===== src/rtl/ov9281_init_seq_pkg.sv =====
// ov9281_init_seq_pkg
//   Shared types and the power-up register table for the OV9281 init sequencer.
//   - op_t / cfg_entry_t : one table entry {op, addr, data}; for OP_DELAY the
//     addr field carries the delay in milliseconds.
//   - seq_state_t        : sequencer FSM states. The readback states exist only
//     when OV9281_INIT_VERIFY_EN is defined.
//   - INIT_TABLE         : sensor init table. Indices past its end read as OP_END.
package ov9281_init_seq_pkg;

   typedef enum logic [1:0] {
      OP_WRITE = 2'd0,
      OP_DELAY = 2'd1,
      OP_END   = 2'd2
   } op_t;

   typedef struct packed {
      op_t         op;
      logic [15:0] addr;
      logic [7:0]  data;
   } cfg_entry_t;

   typedef enum logic [3:0] {
      ST_IDLE,
      ST_FETCH,
      ST_DECODE,
      ST_ISSUE,
      ST_WAIT,
      ST_DELAY,
      ST_DONE,
      ST_FAIL
`ifdef OV9281_INIT_VERIFY_EN
      , ST_RD_ISSUE,
      ST_RD_WAIT
`endif
   } seq_state_t;

   localparam int INIT_LEN = 4;
   localparam int INIT_IW  = $clog2(INIT_LEN);

   // Software reset, let the sensor settle, then start streaming.
   localparam cfg_entry_t INIT_TABLE [INIT_LEN] = '{
      '{OP_WRITE, 16'h0103, 8'h01},
      '{OP_DELAY, 16'd10,   8'h00},
      '{OP_WRITE, 16'h0100, 8'h01},
      '{OP_END,   16'h0000, 8'h00}
   };

   function automatic cfg_entry_t init_entry(input int unsigned i);
      if (i < INIT_LEN) return INIT_TABLE[INIT_IW'(i)];
      return '{OP_END, 16'h0000, 8'h00};
   endfunction

endpackage


===== src/rtl/ov9281_init_seq_rom.sv =====
// ov9281_init_seq_rom
//   Registered lookup of the init table, one cycle latency.
//   Ports:
//     clk, rst_n : clock, asynchronous active-low reset
//     idx        : table index
//     entry      : entry[idx], registered
module ov9281_init_seq_rom
   import ov9281_init_seq_pkg::*;
#(
   parameter int TABLE_DEPTH = 64,
   parameter int IDX_W       = $clog2(TABLE_DEPTH)
)(
   input  logic             clk,
   input  logic             rst_n,
   input  logic [IDX_W-1:0] idx,
   output cfg_entry_t       entry
);

   always_ff @(posedge clk or negedge rst_n) begin
      if (!rst_n) entry <= '0;
      else        entry <= init_entry(32'(idx));
   end

endmodule


===== src/rtl/ov9281_init_seq.sv =====
// ov9281_init_seq
//   Power-up register sequencer for the OV9281. Walks the init table, issues
//   register writes to ov9281_cfg, executes millisecond delays, retries failed
//   writes up to MAX_RETRY attempts and reports done/fail.
//   Optional macro OV9281_INIT_VERIFY_EN: every completed write is read back
//   and compared; a mismatch costs one retry and re-runs the write.
//   Ports:
//     i_clk, i_rst_n      : clock, asynchronous active-low reset
//     i_start             : 1-cycle pulse, run table from index 0 (IDLE/DONE/FAIL only)
//     o_busy/o_done/o_fail: status levels; o_fail_idx = failing table index
//     o_cfg_start         : 1-cycle request strobe to ov9281_cfg
//     o_cfg_write/_read   : request type, held with o_cfg_addr/o_cfg_wdata
//     i_cfg_busy          : cfg unit busy, strobe only while low
//     i_cfg_valid/_error  : 1-cycle completion / failure (error wins)
//     i_cfg_rdata         : readback data (verify build only)
module ov9281_init_seq
   import ov9281_init_seq_pkg::*;
#(
   parameter  int CLK_FREQ       = 50000000,
   parameter  int REG_ADDR_WIDTH = 16,
   parameter  int REG_DATA_WIDTH = 8,
   parameter  int TABLE_DEPTH    = 64,
   parameter  int MAX_RETRY      = 3,
   parameter  int TIMEOUT_CYC    = 1000000,
   localparam int IDX_W          = $clog2(TABLE_DEPTH)
)(
   input  logic                      i_clk,
   input  logic                      i_rst_n,
   input  logic                      i_start,
   output logic                      o_busy,
   output logic                      o_done,
   output logic                      o_fail,
   output logic [IDX_W-1:0]          o_fail_idx,
   output logic                      o_cfg_start,
   output logic                      o_cfg_write,
   output logic                      o_cfg_read,
   output logic [REG_ADDR_WIDTH-1:0] o_cfg_addr,
   output logic [REG_DATA_WIDTH-1:0] o_cfg_wdata,
   input  logic                      i_cfg_busy,
   input  logic                      i_cfg_valid,
   input  logic                      i_cfg_error,
   input  logic [REG_DATA_WIDTH-1:0] i_cfg_rdata
);

   localparam int CYC_PER_MS = CLK_FREQ / 1000;
   // Longest delay is 65535 ms; computed in 64 bits so 50 MHz does not overflow.
   localparam longint unsigned DLY_MAX = 64'd65535 * 64'(CYC_PER_MS);
   localparam int DLY_W = $clog2(DLY_MAX + 64'd1);
   localparam int TMO_W = $clog2(TIMEOUT_CYC + 1);
   localparam int RTY_W = $clog2(MAX_RETRY + 1);

   seq_state_t       state;
   cfg_entry_t       entry;
   logic [IDX_W-1:0] idx;
   logic [RTY_W-1:0] retry;
   logic [TMO_W-1:0] tmo_cnt;
   logic [DLY_W-1:0] dly_cnt;
   logic             last_idx, in_wait, tmo_hit, rd_bad, att_bad, att_ok;

   ov9281_init_seq_rom #(.TABLE_DEPTH(TABLE_DEPTH), .IDX_W(IDX_W)) u_rom (
      .clk   (i_clk),
      .rst_n (i_rst_n),
      .idx   (idx),
      .entry (entry)
   );

`ifdef OV9281_INIT_VERIFY_EN
   logic cfg_read_q;
   assign o_cfg_read = cfg_read_q;
   assign in_wait    = (state == ST_WAIT) || (state == ST_RD_WAIT);
   assign rd_bad     = (state == ST_RD_WAIT) && i_cfg_valid && (i_cfg_rdata != o_cfg_wdata);
`else
   logic unused_rdata;
   assign unused_rdata = ^i_cfg_rdata;
   assign o_cfg_read   = 1'b0;
   assign in_wait      = (state == ST_WAIT);
   assign rd_bad       = 1'b0;
`endif

   assign last_idx = (idx == IDX_W'(TABLE_DEPTH - 1));
   assign tmo_hit  = (tmo_cnt == TMO_W'(TIMEOUT_CYC - 1));
   // A failed attempt takes priority over a simultaneous valid.
   assign att_bad  = in_wait && (i_cfg_error || tmo_hit || rd_bad);
   assign att_ok   = in_wait && i_cfg_valid;

   always_ff @(posedge i_clk or negedge i_rst_n) begin
      if (!i_rst_n) begin
         state       <= ST_IDLE;
         idx         <= '0;
         retry       <= '0;
         tmo_cnt     <= '0;
         dly_cnt     <= '0;
         o_busy      <= 1'b0;
         o_done      <= 1'b0;
         o_fail      <= 1'b0;
         o_fail_idx  <= '0;
         o_cfg_start <= 1'b0;
         o_cfg_write <= 1'b0;
         o_cfg_addr  <= '0;
         o_cfg_wdata <= '0;
`ifdef OV9281_INIT_VERIFY_EN
         cfg_read_q  <= 1'b0;
`endif
      end else begin
         o_cfg_start <= 1'b0;
         case (state)
            ST_IDLE, ST_DONE, ST_FAIL: begin
               if (i_start) begin
                  o_done     <= 1'b0;
                  o_fail     <= 1'b0;
                  o_fail_idx <= '0;
                  idx        <= '0;
                  retry      <= '0;
                  o_busy     <= 1'b1;
                  state      <= ST_FETCH;
               end
            end
            ST_FETCH: state <= ST_DECODE;
            ST_DECODE: begin
               o_cfg_addr  <= REG_ADDR_WIDTH'(entry.addr);
               o_cfg_wdata <= REG_DATA_WIDTH'(entry.data);
               o_cfg_write <= 1'b0;
`ifdef OV9281_INIT_VERIFY_EN
               cfg_read_q  <= 1'b0;
`endif
               case (entry.op)
                  OP_WRITE: begin
                     // Strobe straight from DECODE so the first request lands
                     // two cycles after start.
                     if (!i_cfg_busy) begin
                        o_cfg_start <= 1'b1;
                        o_cfg_write <= 1'b1;
                        tmo_cnt     <= '0;
                        state       <= ST_WAIT;
                     end else begin
                        state <= ST_ISSUE;
                     end
                  end
                  OP_DELAY: begin
                     dly_cnt <= DLY_W'(entry.addr) * DLY_W'(CYC_PER_MS);
                     state   <= ST_DELAY;
                  end
                  default: begin
                     o_done <= 1'b1;
                     o_busy <= 1'b0;
                     state  <= ST_DONE;
                  end
               endcase
            end
            ST_ISSUE: begin
               if (!i_cfg_busy) begin
                  o_cfg_start <= 1'b1;
                  o_cfg_write <= 1'b1;
`ifdef OV9281_INIT_VERIFY_EN
                  cfg_read_q  <= 1'b0;
`endif
                  tmo_cnt     <= '0;
                  state       <= ST_WAIT;
               end
            end
`ifdef OV9281_INIT_VERIFY_EN
            ST_RD_ISSUE: begin
               if (!i_cfg_busy) begin
                  o_cfg_start <= 1'b1;
                  o_cfg_write <= 1'b0;
                  cfg_read_q  <= 1'b1;
                  tmo_cnt     <= '0;
                  state       <= ST_RD_WAIT;
               end
            end
            ST_WAIT, ST_RD_WAIT: begin
`else
            ST_WAIT: begin
`endif
               if (att_bad) begin
                  if (retry == RTY_W'(MAX_RETRY - 1)) begin
                     o_fail     <= 1'b1;
                     o_fail_idx <= idx;
                     o_busy     <= 1'b0;
                     state      <= ST_FAIL;
                  end else begin
                     retry <= retry + 1'b1;
                     state <= ST_ISSUE;
                  end
`ifdef OV9281_INIT_VERIFY_EN
               end else if (att_ok && state == ST_WAIT) begin
                  state <= ST_RD_ISSUE;
`endif
               end else if (att_ok) begin
                  if (last_idx) begin
                     o_done <= 1'b1;
                     o_busy <= 1'b0;
                     state  <= ST_DONE;
                  end else begin
                     idx   <= idx + 1'b1;
                     retry <= '0;
                     state <= ST_FETCH;
                  end
               end else begin
                  tmo_cnt <= tmo_cnt + 1'b1;
               end
            end
            ST_DELAY: begin
               if (dly_cnt == '0) begin
                  if (last_idx) begin
                     o_done <= 1'b1;
                     o_busy <= 1'b0;
                     state  <= ST_DONE;
                  end else begin
                     idx   <= idx + 1'b1;
                     retry <= '0;
                     state <= ST_FETCH;
                  end
               end else begin
                  dly_cnt <= dly_cnt - 1'b1;
               end
            end
            default: state <= ST_IDLE;
         endcase
      end
   end

endmodule


===== config.mk =====
export PLATFORM = sky130hd
export DESIGN_NAME = ov9281_init_seq
export DESIGN_NICKNAME = d
export VERILOG_FILES = /design/src/rtl/ov9281_init_seq_pkg.sv /design/src/rtl/ov9281_init_seq_rom.sv /design/src/rtl/ov9281_init_seq.sv
export SDC_FILE = /design/constraint.sdc
export NUM_CORES = 1
export LEC_CHECK = 0
export ABC_AREA = 1
export CORE_ASPECT_RATIO = 1.5
export CORE_MARGIN = 5
export CORE_UTILIZATION = 45
export DETAILED_ROUTE_END_ITERATION = 10
export HOLD_SLACK_MARGIN = 0.1
export SYNTH_ARGS = -nofsm -noshare
export SYNTH_HDL_FRONTEND = slang
export SYNTH_SLANG_ARGS = --single-unit

===== constraint.sdc =====
create_clock -name i_clk -period 5.9 [get_ports i_clk]
set_input_delay 1.77 -clock i_clk [delete_from_list [all_inputs] [get_ports i_clk]]
set_output_delay 1.77 -clock i_clk [all_outputs]
set_load 0.1 [all_outputs]

# After elaboration in Yosys (flattened, before gate mapping)
# Cells that the tools add are included.
# Widths: inputs -> output; s select.
op_classes:
  n_addsub: 4
  mul: 1
  n_lt_le_gt_ge: 2
  n_eq_ne: 26
  muxes: 63
  n_bitwise: 1
  n_reduce_logical: 23
op_table:
  columns: ["cell", "count"]
  rows:
  - ["$mux 26", 4]
  - ["$mux 20", 4]
  - ["$mux 32", 2]
  - ["$pmux 32 s2", 1]
  - ["$pmux 20 s3", 1]
  - ["$bmux 26 s2", 1]
  - ["$mux 6", 7]
  - ["$logic_not 32->1", 1]
  - ["$sub 32x1->32 const B", 1]
  - ["$mul 16x12->28 const B", 1]
  - ["$pmux 4 s6", 1]
  - ["$add 20x1->20 const B", 1]
  - ["$eq 20x20->1 const B", 1]
  - ["$mux 4", 5]
  - ["$mux 1", 19]
  - ["$ne 2x2->1 const B", 9]
  - ["$pmux 6 s3", 1]
  - ["$eq 4x3->1 const B", 4]
  - ["$mux 2", 6]
  - ["$pmux 6 s2", 1]
  - ["$reduce_and 4->1", 3]
  - ["$reduce_and 6->1", 2]
  - ["$reduce_and 5->1", 2]
  - ["$mux 3", 3]
  - ["29 further kinds", 39]
totals:
  reg_bits: 125
  in_bits: 14

# Logic depth before layout (Yosys ltp)
logic_depth:
  depth_word: 6
  ltp_mapped: 17
  mapped_depth_nobuf: 17

# Hierarchy
# A second synthesis with hierarchy kept.
hier_totals:
  cells_unflattened: 1412
  area_unflattened_um2: 10005.8
modules_own_cells:
  columns: ["module", "instances", "cells_each", "area_per_inst_um2"]
  rows:
  - ["ov9281_init_seq", 1, 1373, 9670.5]
  - ["ov9281_init_seq_rom", 1, 39, 335.3]

# Least setup slack after synthesis
# No wires, ideal clock.
synth_path:
  path_type: "reg2out"
  from: "reg o_cfg_wdata[0]"
  to: "out o_cfg_wdata[0]"
  arrival_time_ps: 1340
  t_required_ps: 4130
  path_slack_ps: 2790
  stages_incl_launch_ff: 2
  path_buffers: 1
  cell_sequence: "dfrtp_1 buf_4"
synth_lines:
  columns: ["element", "line", "source"]
  rows:
  - ["from (decl)", "ov9281_init_seq.sv:38", "output logic [REG_DATA_WIDTH-1:0] o_cfg_wdata,"]
  - ["from (signal assigned)", "ov9281_init_seq.sv:121", "o_cfg_wdata <= REG_DATA_WIDTH'(entry.data);"]
# No word-level cell between the ends.

# Worst setup path in the final report
layout_path:
  from: "reg o_done"
  to: "out o_done"
layout_lines:
  columns: ["element", "line", "source"]
  rows:
  - ["from (decl)", "ov9281_init_seq.sv:31", "output logic o_done,"]
  - ["from (signal assigned)", "ov9281_init_seq.sv:94", "o_done <= 1'b0;"]
  - ["from (signal assigned)", "ov9281_init_seq.sv:109", "o_done <= 1'b0;"]
  - ["from (signal assigned)", "ov9281_init_seq.sv:144", "o_done <= 1'b1;"]
# No word-level cell between the ends.

==> out/metrics.csv <==
metric;value;unit
crit start category;register;
Final Net Count;892;
Max Cap Violations;0;
Cell Area, Synth;0.00592;sq mm
dominant synthesized flop cell;dfrtp_1;
# diodes;0;
Initial Utilization;45.7;%
TritonCTS clock tree;done;
Mapped Cells;830;
WP buf/inv;1;
Avg Inst Size Synth;7.13;sq um
Post-DRT Antenna Nets;0;
minimum clock period;3660;ps
PortBufs;21;
Leakage;3.06;nW
share of cells above drive strength 1;6.35;%
Yosys top cell by area;dfrtp_1;
DRC viols;0;
fmax;0.273;GHz
# setup viols final;0;
Yosys warning count;0;
clk_lat worst skew;340;ps
die area;0.0156;sq mm
clock sinks;83;
gpl congestion;0.879;
Setup TNS;0;ps
post-cts resize count;0;
number of DRC markers in iteration 0;215;
Post-CTS Setup Inserts;0;
total grt overflow;0;
number of global-route vias before repair;5348;
sequential share of the synthesized area;35.1;%
Vias;5341;
core area;0.0130;sq mm
first-pass GRT wire length;25.3;mm
largest net degree at the start of global routing;48;
Critical Path Max Stage Delay;1150;ps
Final Max Slew Viols;0;
width of the die;104;microns
library cells used by synthesis;44;
Routed WL per cell;14.5;microns
RSZ-0062 raised after global routing;no;
Max VDD drop;0.310;mV
Final Instance Area;0.00646;sq mm
Yosys top cell area share;35.1;%
power per cell area;437;mW/mm^2
delay-heaviest family, CP;buffers and inverters;
critical path type;register to primary output;
Ports;50;
Placed Area;0.00615;sq mm
Worst Path Arrival;1890;ps
cts hold-fix bufs;0;
dominant cells by area after synthesis;dfrtp_1 (35%), nand2_1 (15%), nor2_1 (6.9%);
Root Driver;clkbuf_16;
Pre-antenna DRT Iters;4;
run status;completed;
critical path, cell by cell;clkdlybuf4s50_1;
Yosys reg bits;83;
Die H;150;microns
number of enable flip-flop cells after synthesis;0;
detailed placement HPWL;11.0;mm
Max transition margin;33.4;%
CTS buffer count;9;
skew final;9.07;ps
r2r setup slk;2920;ps
post-DR vias/cell;5.29;
CP Max Fanout;3;
Worst-Margin Slew;996;ps
total power;2.82;mW
Detailed Route WL;14.6;mm
initial antenna violation count;0;
ys async rst share;100;%
Hold WC Path Type;register to register;
fin crit share;62.0;%
All-Layer GR Usage;19.6;%
Critical Path Slowest Stage Cell;clkdlybuf4s50_1;
worst path required time;4130;ps
clock slew at reported path FFs;60;ps
Synth-to-Final Area Change;9.22;%
H-tree Lvls;3;
Max Buffers Root-to-Sink;2;
crit end category;primary output;
Fin. Hold Viols;0;
row cnt;51;
-- metal layers --
metal	part of all wire, %	track usage (%)	up-vias
met5	0	0	-
met4	2.0	5.91	0
met3	2.5	3.05	23
met2	54	36.9	87
met1	41	22.7	2541
li1	-	-	2690
-- worst min-delay path: stages (launching register included) --
cell and delay (ps):
dfrtp_1 340, nand2_1 50, nand2_1 50
-- report_power, final --
part	internal, mW	switching, mW	leakage, nW	total, mW
combinational	0.403	0.997	1.83	1.40
sequential	0.690	0.140	1.08	0.831
clock	0.353	0.239	0.152	0.592
total	1.45	1.38	3.06	2.82
-- cells by family after synthesis --
kind of cell	share of synthesized area, %
AND/OR/NAND/NOR	33.5
other	0.0634
adder cells (fa/ha/maj)	7.36
AO/OA/AOI/OAI	11.0
XOR/XNOR	3.26
flip-flops	35.1
buffers and inverters	9.73
-- cell usage after synthesis (2+ instances only) --
master,n
buf_2,4
buf_1,2
clkbuf_1,5
nor2_1,108
a22oi_1,3
ha_1,30
inv_2,6
a21oi_1,20
fa_1,3
nor2_4,5
nand3b_1,2
xnor2_1,8
buf_6,3
nand4_1,29
nand2_1,231
nand2_2,4
xor2_1,14
nor2_2,5
or2_2,5
o211ai_1,3
nand3_1,53
buf_4,24
a31oi_1,2
o21bai_1,3
nor3_1,11
dfrtp_1,83
o21ai_0,59
o31ai_1,8
o21ai_2,5
inv_1,78
-- layout by cell type (no fill, tap or decap), types with 3 or more instances in the layout --
cell type and count:
nand2_1 231, nor2_1 108, dfrtp_1 83, inv_1 78, o21ai_0 59, nand3_1 53
ha_1 30, nand4_1 29, a21oi_1 20, conb_1 20, clkdlybuf4s50_1 20, xor2_1 14
nor3_1 11, clkbuf_16 9, xnor2_1 8, o31ai_1 8, inv_2 6, nor2_2 5
nor2_4 5, or2_2 5, o21ai_2 5, nand2_2 4, o21bai_1 3, o211ai_1 3
a22oi_1 3, fa_1 3, buf_4 3
-- state kept, by name, summed over array words and instances, names as in the netlist --
register and flops:
dly_cnt 32, tmo_cnt 20, idx 6, o_fail_idx 6, u_rom.entry 5, o_cfg_addr 3, state 3, retry 2
o_busy 1, o_cfg_start 1, o_cfg_wdata 1, o_cfg_write 1, o_done 1, o_fail 1
-- stage by stage --
| step | utilization [%] | hold slack, ps | instances | worst slack, ps |
|---|---|---|---|---|
| 2_1_floorplan | - | 464 | 849 | 2790 |
| 3_3_place_gp | 47.5 | 459 | 993 | 2040 |
| 3_5_place_dp | 47.5 | 463 | 993 | 1940 |
| 4_1_cts | 49.9 | 481 | 1009 | 2220 |
| 5_1_grt | 49.9 | 523 | 1009 | 2020 |
| 6_report | 49.9 | 476 | 1009 | 2240 |
-- final timing paths --
path                       cells after the start     endpoint      startpoint
max                                            1       o_done          o_done
min                                            2       o_fail          o_fail
max reg2reg                                   16  dly_cnt[18]  u_rom.entry[8]
min reg2reg                                    2       o_fail          o_fail
max in group asynchronous                      2   tmo_cnt[3]         i_rst_n
min in group asynchronous                      1  dly_cnt[30]         i_rst_n
-- cell type report --
type	count	area (sq um)
repair buffers	23	223
multi-input cells	644	3340
clock inverters	5	60.1
fillers	1281	6490
inverters	84	315
clock buffers	11	253
well taps	159	199
flip-flops and latches	83	2080
Note: power is estimated with default switching activity, not from simulation.
